[src/rtl/jtag_tap_param.sv]
// IEEE 1149.1 TAP with IR decode, BYPASS/IDCODE/user DR chains and a
// negedge-registered TDO.
module jtag_tap_param #(
  parameter int unsigned IR_WIDTH      = 4,
  parameter int unsigned NUM_USER_DR   = 2,
  parameter int unsigned USER_DR_WIDTH = 8,
  parameter logic [31:0] IDCODE_VAL    = 32'h1000_0001
) (
  input  logic                                   tclk,
  input  logic                                   trst,
  input  logic                                   tms,
  input  logic                                   tdi,
  output logic                                   tdo,
  output logic                                   tdo_en,
  output logic [3:0]                             tap_state,
  output logic [IR_WIDTH-1:0]                    ir_value,
  output logic                                   test_logic_reset,
  input  logic [NUM_USER_DR*USER_DR_WIDTH-1:0]   user_dr_in,
  output logic [NUM_USER_DR*USER_DR_WIDTH-1:0]   user_dr_out,
  output logic [NUM_USER_DR-1:0]                 user_update
);

  generate
    if (IDCODE_VAL[0] != 1'b1) begin : g_bad_idcode
      $error("jtag_tap_param: IDCODE_VAL bit 0 must be 1");
    end
    if (IR_WIDTH < 2) begin : g_bad_ir
      $error("jtag_tap_param: IR_WIDTH must be at least 2");
    end
    if (NUM_USER_DR < 1 || NUM_USER_DR > (2**IR_WIDTH) - 3) begin : g_bad_num
      $error("jtag_tap_param: NUM_USER_DR out of range");
    end
    if (USER_DR_WIDTH < 1) begin : g_bad_w
      $error("jtag_tap_param: USER_DR_WIDTH must be at least 1");
    end
  endgenerate

  typedef enum logic [3:0] {
    EX2_DR = 4'h0, EX1_DR = 4'h1, SH_DR  = 4'h2, PAU_DR = 4'h3,
    SEL_IR = 4'h4, UPD_DR = 4'h5, CAP_DR = 4'h6, SEL_DR = 4'h7,
    EX2_IR = 4'h8, EX1_IR = 4'h9, SH_IR  = 4'hA, PAU_IR = 4'hB,
    RTI    = 4'hC, UPD_IR = 4'hD, CAP_IR = 4'hE, TLR    = 4'hF
  } tap_state_e;

  tap_state_e state, next_state;
  logic tlr_next;

  logic [IR_WIDTH-1:0]      ir, ir_shift;
  logic                     bypass_reg;
  logic [31:0]              id_shift;
  logic [USER_DR_WIDTH-1:0] user_shift [NUM_USER_DR];

  logic                   sel_idcode, sel_bypass, dr_lsb;
  logic [NUM_USER_DR-1:0] sel_user;

  always_ff @(posedge tclk or negedge trst) begin
    if (!trst) state <= TLR;
    else       state <= next_state;
  end

  always_comb begin
    next_state = state;
    case (state)
      TLR:    next_state = tms ? TLR    : RTI;
      RTI:    next_state = tms ? SEL_DR : RTI;
      SEL_DR: next_state = tms ? SEL_IR : CAP_DR;
      CAP_DR: next_state = tms ? EX1_DR : SH_DR;
      SH_DR:  next_state = tms ? EX1_DR : SH_DR;
      EX1_DR: next_state = tms ? UPD_DR : PAU_DR;
      PAU_DR: next_state = tms ? EX2_DR : PAU_DR;
      EX2_DR: next_state = tms ? UPD_DR : SH_DR;
      UPD_DR: next_state = tms ? SEL_DR : RTI;
      SEL_IR: next_state = tms ? TLR    : CAP_IR;
      CAP_IR: next_state = tms ? EX1_IR : SH_IR;
      SH_IR:  next_state = tms ? EX1_IR : SH_IR;
      EX1_IR: next_state = tms ? UPD_IR : PAU_IR;
      PAU_IR: next_state = tms ? EX2_IR : PAU_IR;
      EX2_IR: next_state = tms ? UPD_IR : SH_IR;
      UPD_IR: next_state = tms ? SEL_DR : RTI;
      default: next_state = TLR;
    endcase
  end

  // Reset values are applied on the edge that lands in TLR, so they are
  // already visible while the controller sits there.
  assign tlr_next = (next_state == TLR);

  always_comb begin
    sel_idcode = (ir == IR_WIDTH'(1));
    sel_user   = '0;
    for (int unsigned k = 0; k < NUM_USER_DR; k++)
      sel_user[k] = (ir == IR_WIDTH'(k + 2));
    sel_bypass = !sel_idcode && !(|sel_user);
  end

  always_ff @(posedge tclk or negedge trst) begin
    if (!trst) begin
      ir       <= IR_WIDTH'(1);
      ir_shift <= '0;
    end else if (tlr_next) begin
      ir       <= IR_WIDTH'(1);
      ir_shift <= '0;
    end else begin
      case (state)
        CAP_IR:  ir_shift <= IR_WIDTH'(1);
        SH_IR:   ir_shift <= {tdi, ir_shift[IR_WIDTH-1:1]};
        UPD_IR:  ir       <= ir_shift;
        default: ;
      endcase
    end
  end

  always_ff @(posedge tclk or negedge trst) begin
    if (!trst) begin
      bypass_reg  <= 1'b0;
      id_shift    <= '0;
      user_dr_out <= '0;
      user_update <= '0;
      for (int unsigned k = 0; k < NUM_USER_DR; k++) user_shift[k] <= '0;
    end else if (tlr_next) begin
      bypass_reg  <= 1'b0;
      id_shift    <= '0;
      user_dr_out <= '0;
      user_update <= '0;
      for (int unsigned k = 0; k < NUM_USER_DR; k++) user_shift[k] <= '0;
    end else begin
      user_update <= '0;
      case (state)
        CAP_DR: begin
          if (sel_bypass) bypass_reg <= 1'b0;
          if (sel_idcode) id_shift   <= IDCODE_VAL;
          for (int unsigned k = 0; k < NUM_USER_DR; k++)
            if (sel_user[k])
              user_shift[k] <= user_dr_in[k*USER_DR_WIDTH +: USER_DR_WIDTH];
        end
        SH_DR: begin
          if (sel_bypass) bypass_reg <= tdi;
          if (sel_idcode) id_shift   <= {tdi, id_shift[31:1]};
          // Shift written arithmetically so a 1-bit user DR still elaborates.
          for (int unsigned k = 0; k < NUM_USER_DR; k++)
            if (sel_user[k])
              user_shift[k] <= (user_shift[k] >> 1) |
                               (USER_DR_WIDTH'(tdi) << (USER_DR_WIDTH - 1));
        end
        UPD_DR: begin
          for (int unsigned k = 0; k < NUM_USER_DR; k++)
            if (sel_user[k]) begin
              user_dr_out[k*USER_DR_WIDTH +: USER_DR_WIDTH] <= user_shift[k];
              user_update[k] <= 1'b1;
            end
        end
        default: ;
      endcase
    end
  end

  always_comb begin
    dr_lsb = bypass_reg;
    if (sel_idcode) dr_lsb = id_shift[0];
    for (int unsigned k = 0; k < NUM_USER_DR; k++)
      if (sel_user[k]) dr_lsb = user_shift[k][0];
  end

  always_ff @(negedge tclk or negedge trst) begin
    if (!trst) begin
      tdo    <= 1'b0;
      tdo_en <= 1'b0;
    end else if (state == SH_DR) begin
      tdo    <= dr_lsb;
      tdo_en <= 1'b1;
    end else if (state == SH_IR) begin
      tdo    <= ir_shift[0];
      tdo_en <= 1'b1;
    end else begin
      tdo    <= 1'b0;
      tdo_en <= 1'b0;
    end
  end

  assign tap_state        = state;
  assign ir_value         = ir;
  assign test_logic_reset = (state == TLR);

endmodule
[config.mk]
export PLATFORM = sky130hd
export DESIGN_NAME = jtag_tap_param
export DESIGN_NICKNAME = d
export VERILOG_FILES = /design/src/rtl/jtag_tap_param.sv
export SDC_FILE = /design/constraint.sdc
export NUM_CORES = 1
export LEC_CHECK = 0
export CAP_MARGIN = 10
export CORE_ASPECT_RATIO = 1.25
export CORE_UTILIZATION = 61
export CTS_BUF_LIST = sky130_fd_sc_hd__clkbuf_2 sky130_fd_sc_hd__clkbuf_4 sky130_fd_sc_hd__clkbuf_8
export CTS_CLUSTER_SIZE = 25
export DETAILED_ROUTE_END_ITERATION = 8
export HOLD_SLACK_MARGIN = 0.06
export PLACE_DENSITY = 0.93
export SLEW_MARGIN = 15
export SYNTH_ARGS = -nofsm -noshare
export SYNTH_HDL_FRONTEND = slang
export SYNTH_SLANG_ARGS = --single-unit
[constraint.sdc]
create_clock -name tclk -period 2.32 [get_ports tclk]
set_input_delay 0.464 -clock tclk [delete_from_list [all_inputs] [get_ports tclk]]
set_output_delay 0.464 -clock tclk [all_outputs]
set_load 0.03 [all_outputs]
==> flow_summary.json, run 1 <==
{
  "fp.dieH_um": 89.88,
  "synth.distinct_cells": 48,
  "synth_area_per_cell_um2": 10.83,
  "rows": 31,
  "syn_nets": 368,
  "reg_top3": "id_shift (32), user_dr_out (16), user_shift (16)",
  "cp_num_buf_inv": 1,
  "synth_edf_count": 0,
  "start_util_pct": 63.92,
  "grt_max_degree": 54,
  "yosysWarnings": 0,
  "tns_ps": -363.1,
  "dieArea_um2": 6498,
  "port_buffers": 48,
  "critPathMaxStageDelay_ps": 400,
  "area.growth.synth_to_final_pct": 19.49,
  "synth_area_leaders": "dfrtp_1 (49%), mux2i_1 (5.6%), nand2_1 (5.4%)",
  "yosys.area.top_type_share_pct": 49.14,
  "finalHoldViolCount": 0,
  "worst_ep_arrival_time_ps": 2030,
  "firstDrtPassIters": 5,
  "power_density_nw_per_um2": 1222,
  "antenna_found_initial": 0,
  "async_flop_share_pct": 100.0,
  "vdd_drop_max_uv": 932.6,
  "clock_latency_ps": 360,
  "synth_top_cell_by_area": "dfrtp_1",
  "grt_pass1_wl_um": 15460,
  "pwr-share-clk_pct": 20.4,
  "rsz0062_at_grt": "true",
  "cp_max_fo": 1,
  "fin_worst_skew_ps": 22.52,
  "p_seq_share_pct": 38.2,
  "crit_path_end_kind": "primary output",
  "num_antenna_cells": 0,
  "final_util_pct": 76.38,
  "leakagePower_nw": 1.960,
  "cp-start-kind": "register",
  "wl_per_cell_um": 19.69,
  "dieWidth_um": 72.30,
  "violations": "setup timing",
  "final.setup.worst_slack_ps": -171.1,
  "numCtsBuffers": 9,
  "syn_inst": 348,
  "vias_per_cell": 6.458,
  "largest-register": "id_shift",
  "nFillCells": 354,
  "drive_gt1_share_pct": 14.46,
  "register_area_um2": 2033,
  "path_clk_slew_ps": 90,
  "route.detailed.drc": 0,
  "ant_nets": 0,
  "p_int_mw": 3.271,
  "dpl.hpwl_um": 5670,
  "cp-startpoint": "tdo$_DFF_NN0_",
  "crit_family": "flip-flops",
  "drv_slew": 0,
  "ios": 49,
  "globalRouteOverflowTotal": 0,
  "reg2reg_from": "ir_value[0]$_DFFE_PN1P_",
  "clock_path_buffers": 2,
  "power.switching_mw": 2.231,
  "swShare_pct": 40.55,
  "drt-initial-drc-count": 293,
  "tightest_slew_ps": 662.6,
  "num_vias": 3119,
  "grt_pass1_vias": 2991,
  "ys_seq_area_share_pct": 53.95,
  "h-tree-depth": 3,
  "combPwrFrac_pct": 41.5,
  "critPathRequiredTime_ps": 1860,
  "wl_um": 9508,
  "setup_violations": 3,
  "cts_tree": "yes",
  "cp_slowest_cell": "dfrtn_1",
  "maxCapViolations": 0,
  "relSlewSlack_pct": 55.82,
  "path_cells": "buf_6",
  "largest_reg_flops": 32,
  "dp_slack_ps": -10.66,
  "netlist_area_um2": 3769,
  "core_area_um2": 5896,
  "setup.worst_path.class": "register to primary output",
  "place_congestion": 0.8201,
  "synth_seq_cells": 81,
  "cts_root_buf": "clkbuf_8",
  "layout.nets": 417,
  "gr-usage-all-layers_pct": 31.40,
  "hp-class": "input pin to asynchronous set/reset pin",
  "synthFlopType": "dfrtp_1",
  "multi_input_area_um2": 1519,
  "status": "complete, but fails checks",
  "cts.sinks": 81,
  "hold_buffers": 0
}
[cell usage after synthesis (all sizes together) (2+ instances only)]
cell / instances
dfrtp: 74
nand2: 55
a21oi: 38
nand4: 31
buf: 25
mux2i: 21
o2bb2ai: 16
o21ai: 14
nor2: 12
a22o: 8
nor3: 8
nand3: 6
dfstp: 5
clkbuf: 4
inv: 3
nor4b: 3
dfrtn: 2
nand2b: 2
nor2b: 2
or3: 2
[power by group through the flow]
stage / Combinational (mW) / Sequential (mW) / Clock, mW
final: 2.28 / 2.10 / 1.12
after global routing: 2.41 / 2.13 / 1.19
after CTS: 2.23 / 2.09 / 1.13
after detailed placement: 2.18 / 2.09 / 0
after global placement: 2.09 / 2.07 / 0
after floorplan: 1.31 / 2.34 / 0
[what timing repair did]
item	4_1_cts	5_1_grt
endpoints found under the hold margin	0	0
resized for setup	3	0
pin swaps	2	1
setup endpoints to repair	4	3
buffers inserted	0	1
[final cells by class]
cell class | count | area share [%]
clock buffers | 9 | 2.751
clock inverters | 6 | 2.028
inverters | 3 | 0.2501
multi-input cells | 235 | 33.73
flip-flops and latches | 81 | 45.15
well taps | 82 | 2.278
repair buffers | 67 | 13.81
[cell usage in the layout (no fill, tap or decap), types with 2 or more instances in the layout]
master and count:
dfrtp_1 74, nand2_1 54, clkdlybuf4s50_1 44, a21oi_1 38, nand4_1 31, mux2i_1 21, buf_4 20, o2bb2ai_1 16
nor2_1 11, o21ai_1 9, clkbuf_8 9, a22o_1 8, nor3_1 6, dfstp_2 5, nand3_1 4, inv_1 3
o21ai_0 3, nor4b_4 3, nand2b_1 2, o21ai_2 2, or3_1 2, nand3_2 2, nor3_2 2, clkinv_4 2
bufinv_16 2, buf_6 2, dfrtn_1 2
[final timing paths]
check / endpoint / slack, ps / cells after the start
max reg2reg: tdo$_DFF_NN0_ / -20 / 4
min reg2reg: user_dr_out[11]$_DFFE_PN0P_ / 510 / 1
max: tdo / -170 / 1
min: id_shift[16]$_DFFE_PN0P_ / 130 / 2
max in group asynchronous: tdo_en$_DFF_NN0_ / 1230 / 1
min in group tclk: user_dr_out[11]$_DFFE_PN0P_ / 510 / 1
[cell families (layout without fill, tap and decap cells)]
kind of cell    count (synthesis)  in the layout  synth area share (%)
simple gates                  129            129                 19.89
compound gates                 85             85                 14.61
flops                          81             81                 53.95
buf+inv                        32             85                 5.976
mux                            21             21                 5.578
[routing by layer]
layer | track usage (%) | wire length, um
met2 | 51.09 | 4980
met1 | 40.67 | 3571
met3 | 4.821 | 641
met4 | 15.36 | 314
met5 | 0 | 0
[stage by stage]
| step | power (mW) | area, um2 | std cells | hold WS, ps |
|---|---|---|---|---|
| finish | 5.502 | 4503 | 483 | 127.8 |
| global route | 5.728 | 4503 | 483 | 161.6 |
| CTS | 5.443 | 4496 | 482 | 134.4 |
| detailed placement | 4.273 | 4274 | 467 | 481.3 |
| global placement | 4.168 | 4274 | 467 | 485.7 |
| floorplan | 3.649 | 3779 | 348 | 168.4 |
(Power assumes the default switching activity.)
==> run 2, diff against run 1 <==
- ABC_CLOCK_PERIOD_IN_PS: unset -> 2320
- RECOVER_POWER: unset -> 100
==> flow_summary.json, run 2 (synthesized netlist as in run 1, its figures left out) <==
{
  "dp_slack_ps": -10.66,
  "status": "complete, but fails checks",
  "ant_nets": 0,
  "p_int_mw": 3.175,
  "worst_ep_arrival_time_ps": 2030,
  "start_util_pct": 63.92,
  "grt_pass1_vias": 2991,
  "reg_top3": "id_shift (32), user_dr_out (16), user_shift (16)",
  "cts_tree": "yes",
  "cp-start-kind": "register",
  "wl_um": 9563,
  "fp.dieH_um": 89.88,
  "most-common-layout-cells": "dfrtp_1 (74), nand2_1 (54), a21oi_1 (38)",
  "power_density_nw_per_um2": 1213,
  "tightest_slew_ps": 1372,
  "largest-register": "id_shift",
  "cts_root_buf": "clkbuf_8",
  "h-tree-depth": 3,
  "final_util_pct": 75.15,
  "pwr-share-clk_pct": 20.9,
  "r2r_slack_ps": -60,
  "num_vias": 3144,
  "port_buffers": 48,
  "dieWidth_um": 72.30,
  "clock_latency_ps": 350,
  "firstDrtPassIters": 5,
  "critPathMaxStageDelay_ps": 400,
  "swShare_pct": 40.92,
  "dpl.hpwl_um": 5670,
  "drt-initial-drc-count": 291,
  "area.growth.synth_to_final_pct": 17.56,
  "crit_family": "flip-flops",
  "p_seq_share_pct": 38.8,
  "drive_gt1_share_pct": 12.47,
  "drv_slew": 0,
  "vdd_drop_max_uv": 893.2,
  "cp_num_buf_inv": 1,
  "num_antenna_cells": 0,
  "grt_max_degree": 54,
  "finalHoldViolCount": 0,
  "fin_worst_skew_ps": 22.98,
  "core_area_um2": 5896,
  "path_cells": "buf_6",
  "setup.worst_path.class": "register to primary output",
  "power.switching_mw": 2.199,
  "path_depth": 1,
  "clock_path_buffers": 2,
  "maxCapViolations": 0,
  "endpoint": "tdo",
  "combPwrFrac_pct": 40.3,
  "violations": "setup timing",
  "globalRouteOverflowTotal": 0,
  "final.setup.worst_slack_ps": -170.3,
  "leakagePower_nw": 1.987,
  "cp-startpoint": "tdo$_DFF_NN0_",
  "critPathRequiredTime_ps": 1860,
  "r2r_end": "tdo$_DFF_NN0_",
  "rows": 31,
  "wl_per_cell_um": 19.80,
  "antenna_found_initial": 0,
  "crit_path_end_kind": "primary output",
  "grt_pass1_wl_um": 15460,
  "rsz0062_at_grt": "true",
  "dieArea_um2": 6498,
  "vias_per_cell": 6.509,
  "path_clk_slew_ps": 80,
  "cp_slowest_cell": "dfrtn_1",
  "layout.nets": 417,
  "setup_violations": 3,
  "layout_commonest_cell": "dfrtp_1",
  "cts.sinks": 81,
  "reg2reg_from": "ir_value[0]$_DFFE_PN1P_",
  "largest_reg_flops": 32,
  "holdWs_ps": 500.7,
  "place_congestion": 0.8201,
  "ios": 49,
  "route.detailed.drc": 0,
  "numCtsBuffers": 9,
  "cp_max_fo": 1,
  "hp-class": "register to register",
  "gr-usage-all-layers_pct": 31.40,
  "reg2regPathDepth": 4,
  "relSlewSlack_pct": 8.562
}
[run 2: cell types whose count changed in the layout (fill, tap and decap cells not counted), sizes merged]
| cell | change |
|---|---|
| clkdlybuf4s50 | -22 |
| dlygate4sd3 | +22 |
| buf | -11 |
| clkbuf | +11 |
[run 2: worst min path at each step]
stage | startpoint | to | slack [ps] | depth (start not counted)
5_1_grt | user_dr_out[12]$_DFFE_PN0P_ | user_dr_out[12]$_DFFE_PN0P_ | 530 | 1
6_report | user_dr_out[11]$_DFFE_PN0P_ | user_dr_out[11]$_DFFE_PN0P_ | 500 | 1
3_3_place_gp | user_dr_out[11]$_DFFE_PN0P_ | user_dr_out[11]$_DFFE_PN0P_ | 490 | 1
2_1_floorplan | trst | bypass_reg$_DFFE_PN0P_ | 170 | 0
4_1_cts | trst | id_shift[16]$_DFFE_PN0P_ | 130 | 2
3_5_place_dp | user_dr_out[11]$_DFFE_PN0P_ | user_dr_out[11]$_DFFE_PN0P_ | 480 | 1
[run 2: metrics by stage]
step	instance area (um2)	TNS, ps	cells	power [mW]
2_1_floorplan	3779	-346.3	348	3.649
3_3_place_gp	4274	0	467	4.168
3_5_place_dp	4274	-10.66	467	4.273
4_1_cts	4496	-388.3	482	5.443
5_1_grt	4431	-1098	483	5.596
6_report	4431	-397.8	483	5.374
[run 2: cell type report]
class                      count  area (um2)
sequential                    81        2033
multi-input combinational    235        1471
fill                         369        1465
timing repair buffer          67       596.8
clock buffer                   9       123.9
tap                           82       102.6
clock inverter                 6       91.34
inverter                       3       11.26
[run 2: metal layers]
metal	wire length (um)	share of wire, %	global-route usage, %	vias up
li1	-	-	-	1363
met1	3674	38	40.67	1586
met2	5003	52	51.09	167
met3	574	6.0	4.821	28
met4	310	3.2	15.36	0
met5	0	0	0	-
[run 2: power by group through the flow]
stage	clock, mW	combinational, mW	sequential, mW
after floorplan	0	1.31	2.34
after global placement	0	2.09	2.07
after detailed placement	0	2.18	2.09
after CTS	1.13	2.23	2.09
after global routing	1.19	2.29	2.12
final	1.12	2.17	2.08
[run 2: repair_timing]
action	in CTS	in global routing
endpoints found under the hold margin	0	0
buffers inserted	0	1
pin swaps	2	1
hold buffers	0	0
gates resized for setup	3	0
setup endpoints to repair	4	3
